==> src/rtl/ps2_pkg.sv <==
// Shared PS/2 definitions: host-transmit FSM states, frame geometry and the odd-parity helper.
// Both the host transmitter and the keyboard receiver use this package.
package ps2_pkg;

    typedef enum logic [2:0] {
        ST_IDLE,
        ST_INHIBIT,
        ST_REQ,
        ST_DATA,
        ST_PARITY,
        ST_STOP,
        ST_ACK,
        ST_WAIT_IDLE
    } ps2_state_e;

    localparam int FRAME_BITS = 11;
    localparam int DATA_BITS  = 8;

    function automatic logic odd_parity(input logic [DATA_BITS-1:0] d);
        return ~(^d);
    endfunction

endpackage

==> src/rtl/ps2_sync_edge.sv <==
// Two-flop synchronizer for an asynchronous PS/2 line plus a falling-edge strobe
// (previous synchronized value 1, current 0).
module ps2_sync_edge (
    input  logic clk,
    input  logic rst_n,
    input  logic din,
    output logic sync,
    output logic fall
);

    logic meta_q, meta_d;
    logic sync_q, sync_d;
    logic prev_q, prev_d;

    always_comb begin
        meta_d = din;
        sync_d = meta_q;
        prev_d = sync_q;
    end

    // Idle PS/2 lines float high, so reset to 1 to avoid a false edge after reset.
    always_ff @(posedge clk or negedge rst_n) begin
        if (!rst_n) begin
            meta_q <= 1'b1;
            sync_q <= 1'b1;
            prev_q <= 1'b1;
        end else begin
            meta_q <= meta_d;
            sync_q <= sync_d;
            prev_q <= prev_d;
        end
    end

    assign sync = sync_q;
    assign fall = prev_q & ~sync_q;

endmodule

==> src/rtl/ps2_host_tx.sv <==
// PS/2 host-to-device transmitter: inhibits the clock, issues a request-to-send, shifts out
// one byte with odd parity and stop bit on device clock falling edges, then checks the ACK.
module ps2_host_tx
    import ps2_pkg::*;
#(
    parameter int INHIBIT_CYCLES = 5000,
    parameter int TIMEOUT_CYCLES = 750000
) (
    input  logic       clk,
    input  logic       reset,
    input  logic [7:0] tx_data,
    input  logic       tx_valid,
    output logic       tx_ready,
    input  logic       ps2_clk_in,
    input  logic       ps2_data_in,
    output logic       ps2_clk_oe,
    output logic       ps2_data_oe,
    output logic       tx_done,
    output logic       tx_error
);

    localparam int CNT_MAX = (INHIBIT_CYCLES > TIMEOUT_CYCLES) ? INHIBIT_CYCLES : TIMEOUT_CYCLES;
    localparam int CNT_W   = $clog2(CNT_MAX + 1);
    localparam int IDX_W   = $clog2(FRAME_BITS + 1);

    localparam logic [CNT_W-1:0] INHIBIT_LAST = CNT_W'(INHIBIT_CYCLES - 1);
    localparam logic [CNT_W-1:0] TIMEOUT_LAST = CNT_W'(TIMEOUT_CYCLES - 1);
    localparam logic [IDX_W-1:0] LAST_DATA_IDX = IDX_W'(DATA_BITS - 1);

    ps2_state_e       state_q, state_d;
    logic [7:0]       data_q, data_d;
    logic [CNT_W-1:0] cnt_q, cnt_d;
    logic [IDX_W-1:0] idx_q, idx_d;
    logic             clk_oe_q, clk_oe_d;
    logic             data_oe_q, data_oe_d;
    logic             ready_q, ready_d;
    logic             done_q, done_d;
    logic             error_q, error_d;
    logic             dmeta_q, dmeta_d;
    logic             dsync_q, dsync_d;

    logic clk_sync;
    logic clk_fall;

    ps2_sync_edge u_clk_sync (
        .clk   (clk),
        .rst_n (reset),
        .din   (ps2_clk_in),
        .sync  (clk_sync),
        .fall  (clk_fall)
    );

    always_comb begin
        state_d   = state_q;
        data_d    = data_q;
        cnt_d     = cnt_q;
        idx_d     = idx_q;
        clk_oe_d  = clk_oe_q;
        data_oe_d = data_oe_q;
        ready_d   = ready_q;
        done_d    = 1'b0;
        error_d   = 1'b0;
        dmeta_d   = ps2_data_in;
        dsync_d   = dmeta_q;

        case (state_q)
            ST_IDLE: begin
                ready_d   = 1'b1;
                clk_oe_d  = 1'b0;
                data_oe_d = 1'b0;
                if (tx_valid && ready_q) begin
                    data_d   = tx_data;
                    ready_d  = 1'b0;
                    clk_oe_d = 1'b1;
                    cnt_d    = '0;
                    idx_d    = '0;
                    state_d  = ST_INHIBIT;
                end
            end

            ST_INHIBIT: begin
                if (cnt_q == INHIBIT_LAST) begin
                    // Start bit goes out as the clock is released.
                    clk_oe_d  = 1'b0;
                    data_oe_d = 1'b1;
                    cnt_d     = '0;
                    state_d   = ST_REQ;
                end else begin
                    cnt_d = cnt_q + CNT_W'(1);
                end
            end

            default: begin
                if (cnt_q == TIMEOUT_LAST) begin
                    // Device went quiet: abandon the frame ahead of any same-cycle edge.
                    clk_oe_d  = 1'b0;
                    data_oe_d = 1'b0;
                    error_d   = 1'b1;
                    ready_d   = 1'b1;
                    cnt_d     = '0;
                    idx_d     = '0;
                    state_d   = ST_IDLE;
                end else begin
                    cnt_d = cnt_q + CNT_W'(1);
                    case (state_q)
                        ST_REQ: begin
                            if (clk_fall) begin
                                data_oe_d = ~data_q[0];
                                idx_d     = IDX_W'(1);
                                state_d   = ST_DATA;
                            end
                        end
                        ST_DATA: begin
                            if (clk_fall) begin
                                data_oe_d = ~data_q[idx_q[2:0]];
                                idx_d     = idx_q + IDX_W'(1);
                                if (idx_q == LAST_DATA_IDX) begin
                                    state_d = ST_PARITY;
                                end
                            end
                        end
                        ST_PARITY: begin
                            if (clk_fall) begin
                                data_oe_d = ~odd_parity(data_q);
                                idx_d     = idx_q + IDX_W'(1);
                                state_d   = ST_STOP;
                            end
                        end
                        ST_STOP: begin
                            if (clk_fall) begin
                                data_oe_d = 1'b0;
                                idx_d     = idx_q + IDX_W'(1);
                                state_d   = ST_ACK;
                            end
                        end
                        ST_ACK: begin
                            if (clk_fall) begin
                                idx_d = '0;
                                if (!dsync_q) begin
                                    state_d = ST_WAIT_IDLE;
                                end else begin
                                    error_d = 1'b1;
                                    ready_d = 1'b1;
                                    cnt_d   = '0;
                                    state_d = ST_IDLE;
                                end
                            end
                        end
                        ST_WAIT_IDLE: begin
                            if (clk_sync && dsync_q) begin
                                done_d  = 1'b1;
                                ready_d = 1'b1;
                                cnt_d   = '0;
                                idx_d   = '0;
                                state_d = ST_IDLE;
                            end
                        end
                        default: ;
                    endcase
                end
            end
        endcase
    end

    always_ff @(posedge clk or negedge reset) begin
        if (!reset) begin
            state_q   <= ST_IDLE;
            data_q    <= '0;
            cnt_q     <= '0;
            idx_q     <= '0;
            clk_oe_q  <= 1'b0;
            data_oe_q <= 1'b0;
            ready_q   <= 1'b1;
            done_q    <= 1'b0;
            error_q   <= 1'b0;
            dmeta_q   <= 1'b1;
            dsync_q   <= 1'b1;
        end else begin
            state_q   <= state_d;
            data_q    <= data_d;
            cnt_q     <= cnt_d;
            idx_q     <= idx_d;
            clk_oe_q  <= clk_oe_d;
            data_oe_q <= data_oe_d;
            ready_q   <= ready_d;
            done_q    <= done_d;
            error_q   <= error_d;
            dmeta_q   <= dmeta_d;
            dsync_q   <= dsync_d;
        end
    end

    assign tx_ready    = ready_q;
    assign ps2_clk_oe  = clk_oe_q;
    assign ps2_data_oe = data_oe_q;
    assign tx_done     = done_q;
    assign tx_error    = error_q;

endmodule

==> config.mk <==
export PLATFORM = sky130hd
export DESIGN_NAME = ps2_host_tx
export DESIGN_NICKNAME = d
export VERILOG_FILES = /design/src/rtl/ps2_pkg.sv /design/src/rtl/ps2_sync_edge.sv /design/src/rtl/ps2_host_tx.sv
export SDC_FILE = /design/constraint.sdc
export NUM_CORES = 1
export LEC_CHECK = 0
export CAP_MARGIN = 20
export CELL_PAD_IN_SITES_DETAIL_PLACEMENT = 0
export CELL_PAD_IN_SITES_GLOBAL_PLACEMENT = 1
export CORE_ASPECT_RATIO = 1.2
export CORE_UTILIZATION = 41
export DETAILED_ROUTE_END_ITERATION = 8
export PLACE_DENSITY = 0.85
export SLEW_MARGIN = 40
export SYNTH_ARGS = -nofsm -noshare
export SYNTH_HDL_FRONTEND = slang
export SYNTH_SLANG_ARGS = --single-unit
==> constraint.sdc <==
create_clock -name clk -period 2.1 [get_ports clk]
set_clock_uncertainty 0.1 [all_clocks]
set_input_delay 0.315 -clock clk [delete_from_list [all_inputs] [get_ports clk]]
set_output_delay 0.315 -clock clk [all_outputs]
set_load 0.02 [all_outputs]
==> metrics, run 1 <==
total track usage=19.2%; internal power=1.15 mW; element type at the critical path end=flip-flop; Hold Path Depth=0; Post-synth EDFFs=0; main flop type after synthesis=dfrtp_1; post-route setup slack=-0.0470 ns; CP required=2.24 ns; Pleak=1.42 nW; Critical Path AT=2.29 ns; r2r endpoint=state_q[0]$_DFFE_PN0P_; Hold Crit Class=reg -> reg; clk slew on worst S/H paths=0.10 ns; sequential share of power=57.5%; Comb pwr share=3.7%; DIE AREA=0.00626 mm2; P per Cell Area=472 mW/mm2; number of global-route vias before repair=2003; worst hold slack=0.263 ns; DRT Pass-1 Iters=4; post-synth top area share=40.1%; design area=0.00324 mm2; Critical R2R Launch=cnt_q[18]$_DFFE_PN0N_; xor and xnor fraction of the mapped netlist area=7.19%; total power=1.53 mW; failing checks=negative setup slack; WS Path Type=reg -> reg; largest cells by area after synthesis=dfrtp_1 (40%), dfstp_2 (6.5%), nor2_1 (5.1%), nand2_1 (4.2%), mux2_2 (3.7%); # DRC=0; Syn-to-layout area delta=33.1%; Worst-Margin Slew=0.388 ns; # setup viols final=19; global-route wire length before repair=9340 um; most common cell after layout, fill and taps aside=buf_4; initial antenna violation count=0; clock root buffer master=clkbuf_8; Gate Count Post-Synth=244; maximum fanout along the worst path=6; largest net degree at the start of global routing=35; total net switching power=0.375 mW; layout filler cell count=516; Max-Cap Viols=0; Post-Synth Simple-Gate Area=22.3%; CTS tree=done; setup TNS=-0.340 ns; H-tree depth=2; post-route ant nets=0; Die X=72.4 um; drt wl/cell=13.8 um; Final GP Congestion=0.862; FF-to-FF setup slack=-0.05 ns; Worst R2R Path Depth=6; CTS buffer count=5; Post-Route WL=5400 um; final design utilization=56.8%; Hold Path Origin=dmeta_q$_DFF_PN1_; worst IR drop on VDD=0.358 mV; Avg Inst Size Synth=9.98 um2; FF+latch area=0.00113 mm2; syn nets=259; clk sinks=45; Final Hold Viols=0; Final Max Slew Viols=0; most frequent cells in the layout=buf_4 (46), dfrtp_1 (38), nor2_1 (32), nand2_1 (26), clkdlybuf4s50_1 (16); Yosys warning total=0; sequential share of the synthesized area=46.5%; footprint of the multi-input gates=0.00129 mm2; Synth cell types=50; period utilization=102%; Initial Utilization=42.7%; hold endpoint=dsync_q$_DFF_PN1_; post-synthesis mux area share=7.60%; asr flop ratio synth=100%; Vias/cell=5.24; IO Pins=18; Post-Synth Adder-Cell Area=1.03%; core area=0.00571 mm2; Ant. Diodes=0; Switching Fraction=24.5%; RSZ-0062 raised after global routing=yes; Die Y=86.4 um; Max clock buf depth=2; 1st-iter DRT viols=65; dpl cell area=0.00302 mm2; mapped cell area=0.00244 mm2; complex-gate fraction of the synthesized area=12.2%; post-DP HPWL=3950 um; Final nets=325; leading area contributor after synthesis=dfrtp_1; Worst-Skew Late Latency=0.31 ns; type of origin of the critical path=flip-flop; DR vias=2049; IO Port Bufs=17; Max-Slew Margin vs Limit=74.1%; site row count=30; Clk network pwr share=38.8%; Synth Register Bits=45; status=complete, but fails checks; largest family of logic cells by synthesized area=simple AND/OR/NAND/NOR gates; layout cells sized above 1=31.5%; gr ovfl total=0; Max Fclk=466 MHz; Final Critical Period=2.15 ns
==> routing by layer <==
layer  GRT usage, %  wire, um  vias to the layer above
met3           4.30       195                        4
met2           32.0      2710                       45
li1               -         -                     1008
met4           6.06        45                        0
met5              0         0                        -
met1           24.8      2450                      992
==> power groups by stage <==
stage                     registers (mW)  clock network [mW]  logic (mW)
after global routing               0.881               0.641      0.0639
after detailed placement           0.896                   0      0.0493
final                              0.880               0.593      0.0566
after floorplan                    0.894                   0     0.00425
after global placement             0.895                   0      0.0482
after CTS                          0.879               0.609      0.0510
==> how the worst max path moves through the flow <==
stage,from,endpoint,slack (ns),cells after the start
global route,cnt_q[18]$_DFFE_PN0N_,cnt_q[6]$_DFFE_PN0N_,-0.14,6
finish,cnt_q[18]$_DFFE_PN0N_,state_q[0]$_DFFE_PN0P_,-0.05,6
detailed placement,cnt_q[0]$_DFFE_PN0N_,state_q[0]$_DFFE_PN0P_,-0.18,7
floorplan,cnt_q[0]$_DFFE_PN0N_,cnt_q[5]$_DFFE_PN0N_,-0.13,8
CTS,cnt_q[18]$_DFFE_PN0N_,cnt_q[6]$_DFFE_PN0N_,-0.06,6
global placement,tx_valid,cnt_q[17]$_DFFE_PN0N_,-0.15,8
==> per-stage QoR <==
stage	setup slack [ns]	std cells
floorplan	-0.133	244
global placement	-0.149	376
detailed placement	-0.184	376
CTS	-0.0605	388
global route	-0.138	391
finish	-0.0470	391
==> cells in the mapped netlist (all sizes together) (3+ instances only) <==
| cell type | count |
|---|---|
| xnor2 | 10 |
| nor2 | 33 |
| nand2 | 27 |
| and3 | 6 |
| nor3 | 9 |
| dfrtp | 39 |
| or3 | 3 |
| buf | 3 |
| a21oi | 5 |
| clkbuf | 7 |
| xor2 | 10 |
| inv | 3 |
| a211oi | 4 |
| o21ai | 11 |
| nor4 | 6 |
| mux2i | 5 |
| nand3 | 14 |
| dfstp | 6 |
| mux2 | 8 |
==> final cells by class <==
cell class | count | area share [%]
clock buffers | 5 | 2.12
clock inverters | 3 | 0.810
inverters | 3 | 0.347
multi-input cells | 186 | 39.8
flip-flops and latches | 45 | 35.0
well taps | 80 | 3.09
repair buffers | 69 | 18.8
==> sequential cells by signal (all words and copies together) (netlist names) <==
register and flops:
tx_ready 1, tx_done 1, idx_q 4, dmeta_q 1
tx_error 1, state_q 3, u_clk_sync.sync 1, data_q 8
u_clk_sync.meta_q 1, dsync_q 1, ps2_clk_oe 1, cnt_q 20
ps2_data_oe 1, u_clk_sync.prev_q 1
==> kinds of logic (layout without fill, tap and decap cells) <==
kind of cell | count (synthesis) | after routing
AOI/OAI and AO/OA | 39 | 39
xor gates and xnor gates | 20 | 20
and+or+nand+nor | 110 | 110
buffers and inverters | 13 | 80
muxes | 15 | 15
adders and majority gates | 2 | 2
DFF | 45 | 45
==> critical path, cell delays in order (launching register included) <==
cell      delay [ns]
dfrtp_1         0.40
nor4_2          0.28
nand3_1         0.13
or4_4           0.57
buf_4           0.19
a211oi_2        0.20
mux2i_1         0.20
==> what timing repair did <==
item                       in CTS  in global routing
hold endpoints to repair       26                  0
setup endpoints to repair      21                 27
hold buffers                    1                  0
pin swaps                       4                  2
resized for setup               6                  9
setup buffers                   3                  2
Power figures use the tool's default switching activity.
==> run 2: changes to the inputs <==
--- a/config.mk
+++ b/config.mk
@@ -10,9 +10,11 @@
 export CELL_PAD_IN_SITES_GLOBAL_PLACEMENT = 1
 export CORE_ASPECT_RATIO = 1.2
-export CORE_UTILIZATION = 41
+export CORE_UTILIZATION = 42
 export DETAILED_ROUTE_END_ITERATION = 8
-export PLACE_DENSITY = 0.85
+export GPL_ROUTABILITY_DRIVEN = 0
+export PLACE_DENSITY = 0.86
 export SLEW_MARGIN = 40
 export SYNTH_ARGS = -nofsm -noshare
 export SYNTH_HDL_FRONTEND = slang
+export SYNTH_HIERARCHICAL = 1
 export SYNTH_SLANG_ARGS = --single-unit
==> constraint.sdc (replaced) <==
create_clock -name clk -period 2.1 [get_ports clk]
set_clock_uncertainty 0.1 [all_clocks]
set_input_delay 0.42 -clock clk [delete_from_list [all_inputs] [get_ports clk]]
set_output_delay 0.42 -clock clk [all_outputs]
set_load 0.02 [all_outputs]
==> run 2 against run 1 <==
The flow still finishes with violations (negative setup slack). Via count is 2.7% higher. Fmax is 0.31% lower. Sequential power is 49% higher. Non-clock buffer count is 11 lower. Total power is 150% higher. Register-to-register slack hardly changed. Setup slack worse by 0.0067 ns. Count of clock-buffer cells in the layout is 2 higher. Critical path depth is 2 higher. Final cell count is 0.51% lower. Cell area is 0.54% lower. Sequential share of layout area is 0.15 points higher.
==> metrics, run 2 <==
Die X=73.6 um (was 72.4 um); Synth cell types=61 (was 50); Final Critical Period=2.15 ns (about the same); final design utilization=55.8% (was 56.8%); Syn-to-layout area delta=24.7% (was 33.1%); Ant. Diodes=0 (unchanged); top flop regs=cnt_q: 20 flops, data_q: 8 flops, idx_q: 4 flops (unchanged); Worst-Skew Late Latency=0.30 ns (was 0.31 ns); WL met2=2980 um (was 2710 um); Max-Slew Margin vs Limit=65.9% (was 74.1%); Hold Crit Class=reg -> reg (unchanged); sequential share of the synthesized area=43.8% (was 46.5%); most common cell after layout, fill and taps aside=dfrtp_1 (was buf_4); clock root buffer master=clkbuf_8 (unchanged); M1 WL=2480 um (was 2450 um); WS Path Type=reg -> reg (unchanged); Vias/cell=5.41 (was 5.24); clk slew on worst S/H paths=0.09 ns (was 0.10 ns); Avg Inst Size Synth=10.1 um2 (was 9.98 um2); Synth top cells by count=dfrtp_1 (39), xnor2_1 (23), nor2_1 (21) (was dfrtp_1 (39), nor2_1 (33), nand2_1 (27)); drt wl/cell=14.7 um (was 13.8 um); total track usage=20.4% (was 19.2%); design area=0.00323 mm2 (was 0.00324 mm2); type of origin of the critical path=flip-flop (unchanged); H-tree depth=2 (unchanged); r2r endpoint=cnt_q[2]$_DFFE_PN0N_ (was state_q[0]$_DFFE_PN0P_); IO Port Bufs=17 (unchanged); worst hold slack=0.258 ns (was 0.263 ns); failing checks=negative setup slack (unchanged); Top reg by flops=cnt_q (unchanged); Final nets=323 (was 325); Die Y=88.0 um (was 86.4 um); Max clock buf depth=2 (unchanged); Yosys warning total=6 (was 0); DR vias=2105 (was 2049); layout cells sized above 1=28.5% (was 31.5%); post-DP HPWL=4110 um (was 3950 um); Initial Utilization=44.7% (was 42.7%); Max-Cap Viols=0 (unchanged); DIE AREA=0.00648 mm2 (was 0.00626 mm2); Pleak=1.33 nW (was 1.42 nW); CP Launch Point=cnt_q[4]$_DFFE_PN0N_ (was cnt_q[18]$_DFFE_PN0N_); Final Max Slew Viols=0 (unchanged); CTS buffer count=5 (unchanged); RSZ-0062 raised after global routing=yes (unchanged); dpl cells=375 (was 376); total power=3.81 mW (was 1.53 mW); IO Pins=18 (unchanged); 1st-iter DRT viols=100 (was 65); DRT Pass-1 Iters=4 (unchanged); clk sinks=45 (unchanged); P per Cell Area=1180 mW/mm2 (was 472 mW/mm2); post-route ant nets=0 (unchanged); worst IR drop on VDD=0.516 mV (was 0.358 mV); FF-to-FF setup slack=-0.05 ns (about the same); Synth Register Bits=45 (unchanged); status=complete, but fails checks (unchanged); Worst-Margin Slew=0.504 ns (was 0.388 ns); metal3 WL=151 um (was 195 um); post-synth top area share=37.7% (was 40.1%); most frequent cells in the layout=dfrtp_1 (39), buf_4 (36), xnor2_1 (23), nor2_1 (21), nand2_1 (19) (was buf_4 (46), dfrtp_1 (38), nor2_1 (32), nand2_1 (26), clkdlybuf4s50_1 (16)); Critical Path AT=2.24 ns (was 2.29 ns); dpl cell area=0.00306 mm2 (was 0.00302 mm2); syn nets=272 (was 259); Post-synth EDFFs=0 (unchanged); most common cell in the synthesized netlist=dfrtp_1 (unchanged); Gate Count Post-Synth=257 (was 244); mapped cell area=0.00259 mm2 (was 0.00244 mm2); # setup viols final=19 (unchanged); CP required=2.19 ns (was 2.24 ns); Non-Filler Instances=389 (was 391); leading area contributor after synthesis=dfrtp_1 (unchanged); period utilization=103% (was 102%); gr ovfl total=0 (unchanged); initial antenna violation count=0 (unchanged); core area=0.00578 mm2 (was 0.00571 mm2); Final Hold Viols=0 (unchanged); post-route setup slack=-0.0537 ns (was -0.0470 ns); element type at the critical path end=flip-flop (unchanged); asr flop ratio synth=100% (unchanged); Max Fclk=464 MHz (was 466 MHz); Worst R2R Path Depth=8 (was 6); Post-Route WL=5700 um (was 5400 um); largest cells by area after synthesis=dfrtp_1 (38%), xnor2_1 (7.8%), dfstp_2 (6.1%), mux2_2 (3.5%), nor2_1 (3.0%) (was dfrtp_1 (40%), dfstp_2 (6.5%), nor2_1 (5.1%), nand2_1 (4.2%), mux2_2 (3.7%)); end of the critical path=cnt_q[2]$_DFFE_PN0N_ (was state_q[0]$_DFFE_PN0P_); main flop type after synthesis=dfrtp_1 (unchanged); CTS tree=done (unchanged); # DRC=0 (unchanged); maximum fanout along the worst path=9 (was 6); Top Layer Used=met4 (unchanged); site row count=30 (unchanged); Largest register FFs=20 (unchanged); largest net degree at the start of global routing=21 (was 35); layout filler cell count=530 (was 516); number of global-route vias before repair=2168 (was 2003); global-route wire length before repair=10100 um (was 9340 um); Critical R2R Launch=cnt_q[4]$_DFFE_PN0N_ (was cnt_q[18]$_DFFE_PN0N_)
[run 2: cell types whose count changed after synthesis, sizes merged, moves of 3 or more]
cell | previous run | this run
nand3 | 14 | 6
xor2 | 10 | 1
nor4b | 0 | 3
o21ai | 11 | 5
clkbuf | 7 | 10
nand4 | 2 | 5
inv | 3 | 14
nand2 | 27 | 20
and3 | 6 | 2
a21o | 1 | 4
or2 | 0 | 3
a21oi | 5 | 8
xnor2 | 10 | 23
[run 2: per-layer routing]
layer | vias to the layer above | GRT usage, %
li1 | 1017 | -
met1 | 1041 | 25.3
met2 | 38 | 35.5
met3 | 9 | 3.80
met4 | 0 | 6.47
met5 | - | 0
[run 2: how the worst min path moves through the flow]
| stage | startpoint | endpoint | slack [ns] | cells after the start |
|---|---|---|---|---|
| final | dmeta_q$_DFF_PN1_ | dsync_q$_DFF_PN1_ | 0.26 | 0 |
| after global routing | u_clk_sync/meta_q$_DFF_PN1_ | u_clk_sync/sync$_DFF_PN1_ | 0.26 | 0 |
| after CTS | dmeta_q$_DFF_PN1_ | dsync_q$_DFF_PN1_ | 0.26 | 0 |
| after detailed placement | dmeta_q$_DFF_PN1_ | dsync_q$_DFF_PN1_ | 0.25 | 0 |
| after global placement | u_clk_sync/meta_q$_DFF_PN1_ | u_clk_sync/sync$_DFF_PN1_ | 0.25 | 0 |
| after floorplan | reset | cnt_q[0]$_DFFE_PN0N_ | 0.02 | 0 |
[run 2: where the power goes]
group	switching (mW)	internal (mW)
clock	0.290	0.234
sequential	0.233	1.08
combinational	0.917	1.06
total	1.44	2.37
[run 2: timing repair]
| action | in CTS | in global routing |
|---|---|---|
| setup endpoints to repair | 23 | 22 |
| endpoints found under the hold margin | 17 | 0 |
| setup buffers | 3 | 1 |
| hold buffers | 1 | 0 |
| gates resized for setup | 6 | 0 |
| cloned | 1 | 0 |
| pin swaps | 4 | 1 |
[run 2: final cells by class]
cell class / count / area (um2) / area share (%)
Clock buffer: 7 / 76.3 / 2.37
Tap cell: 80 / 100 / 3.10
Multi-Input combinational cell: 184 / 1340 / 41.6
Sequential cell: 45 / 1130 / 35.1
Timing Repair Buffer: 58 / 515 / 16.0
Inverter: 14 / 52.6 / 1.63
Clock inverter: 1 / 5.00 / 0.155
[run 2: cells by family (layout without fill, tap and decap cells)]
logic type	Yosys count	in the layout	synth area share, %
AND/OR/NAND/NOR	101	101	21.9
flip-flops	45	45	43.8
AO/OA/AOI/OAI	42	42	13.3
buffers and inverters	28	80	4.74
XOR/XNOR	24	24	8.13
multiplexers	14	14	6.77
adder cells (fa/ha/maj)	3	3	1.35
[run 2: metrics by stage]
step                TNS, ns  setup WS, ns
floorplan            -0.964       -0.0960
global placement     -0.567       -0.0561
detailed placement   -0.722       -0.0897
CTS                  -0.647       -0.0506
global route          -1.82        -0.106
finish               -0.660       -0.0537
[run 2: worst max-delay path, stage by stage (launching register included)]
cell      delay (ns)
dfrtp_1         0.38
or4_4           0.54
nor3_4          0.16
buf_6           0.15
a31oi_4         0.13
a311oi_4        0.23
buf_6           0.17
buf_12          0.13
o22ai_1         0.06
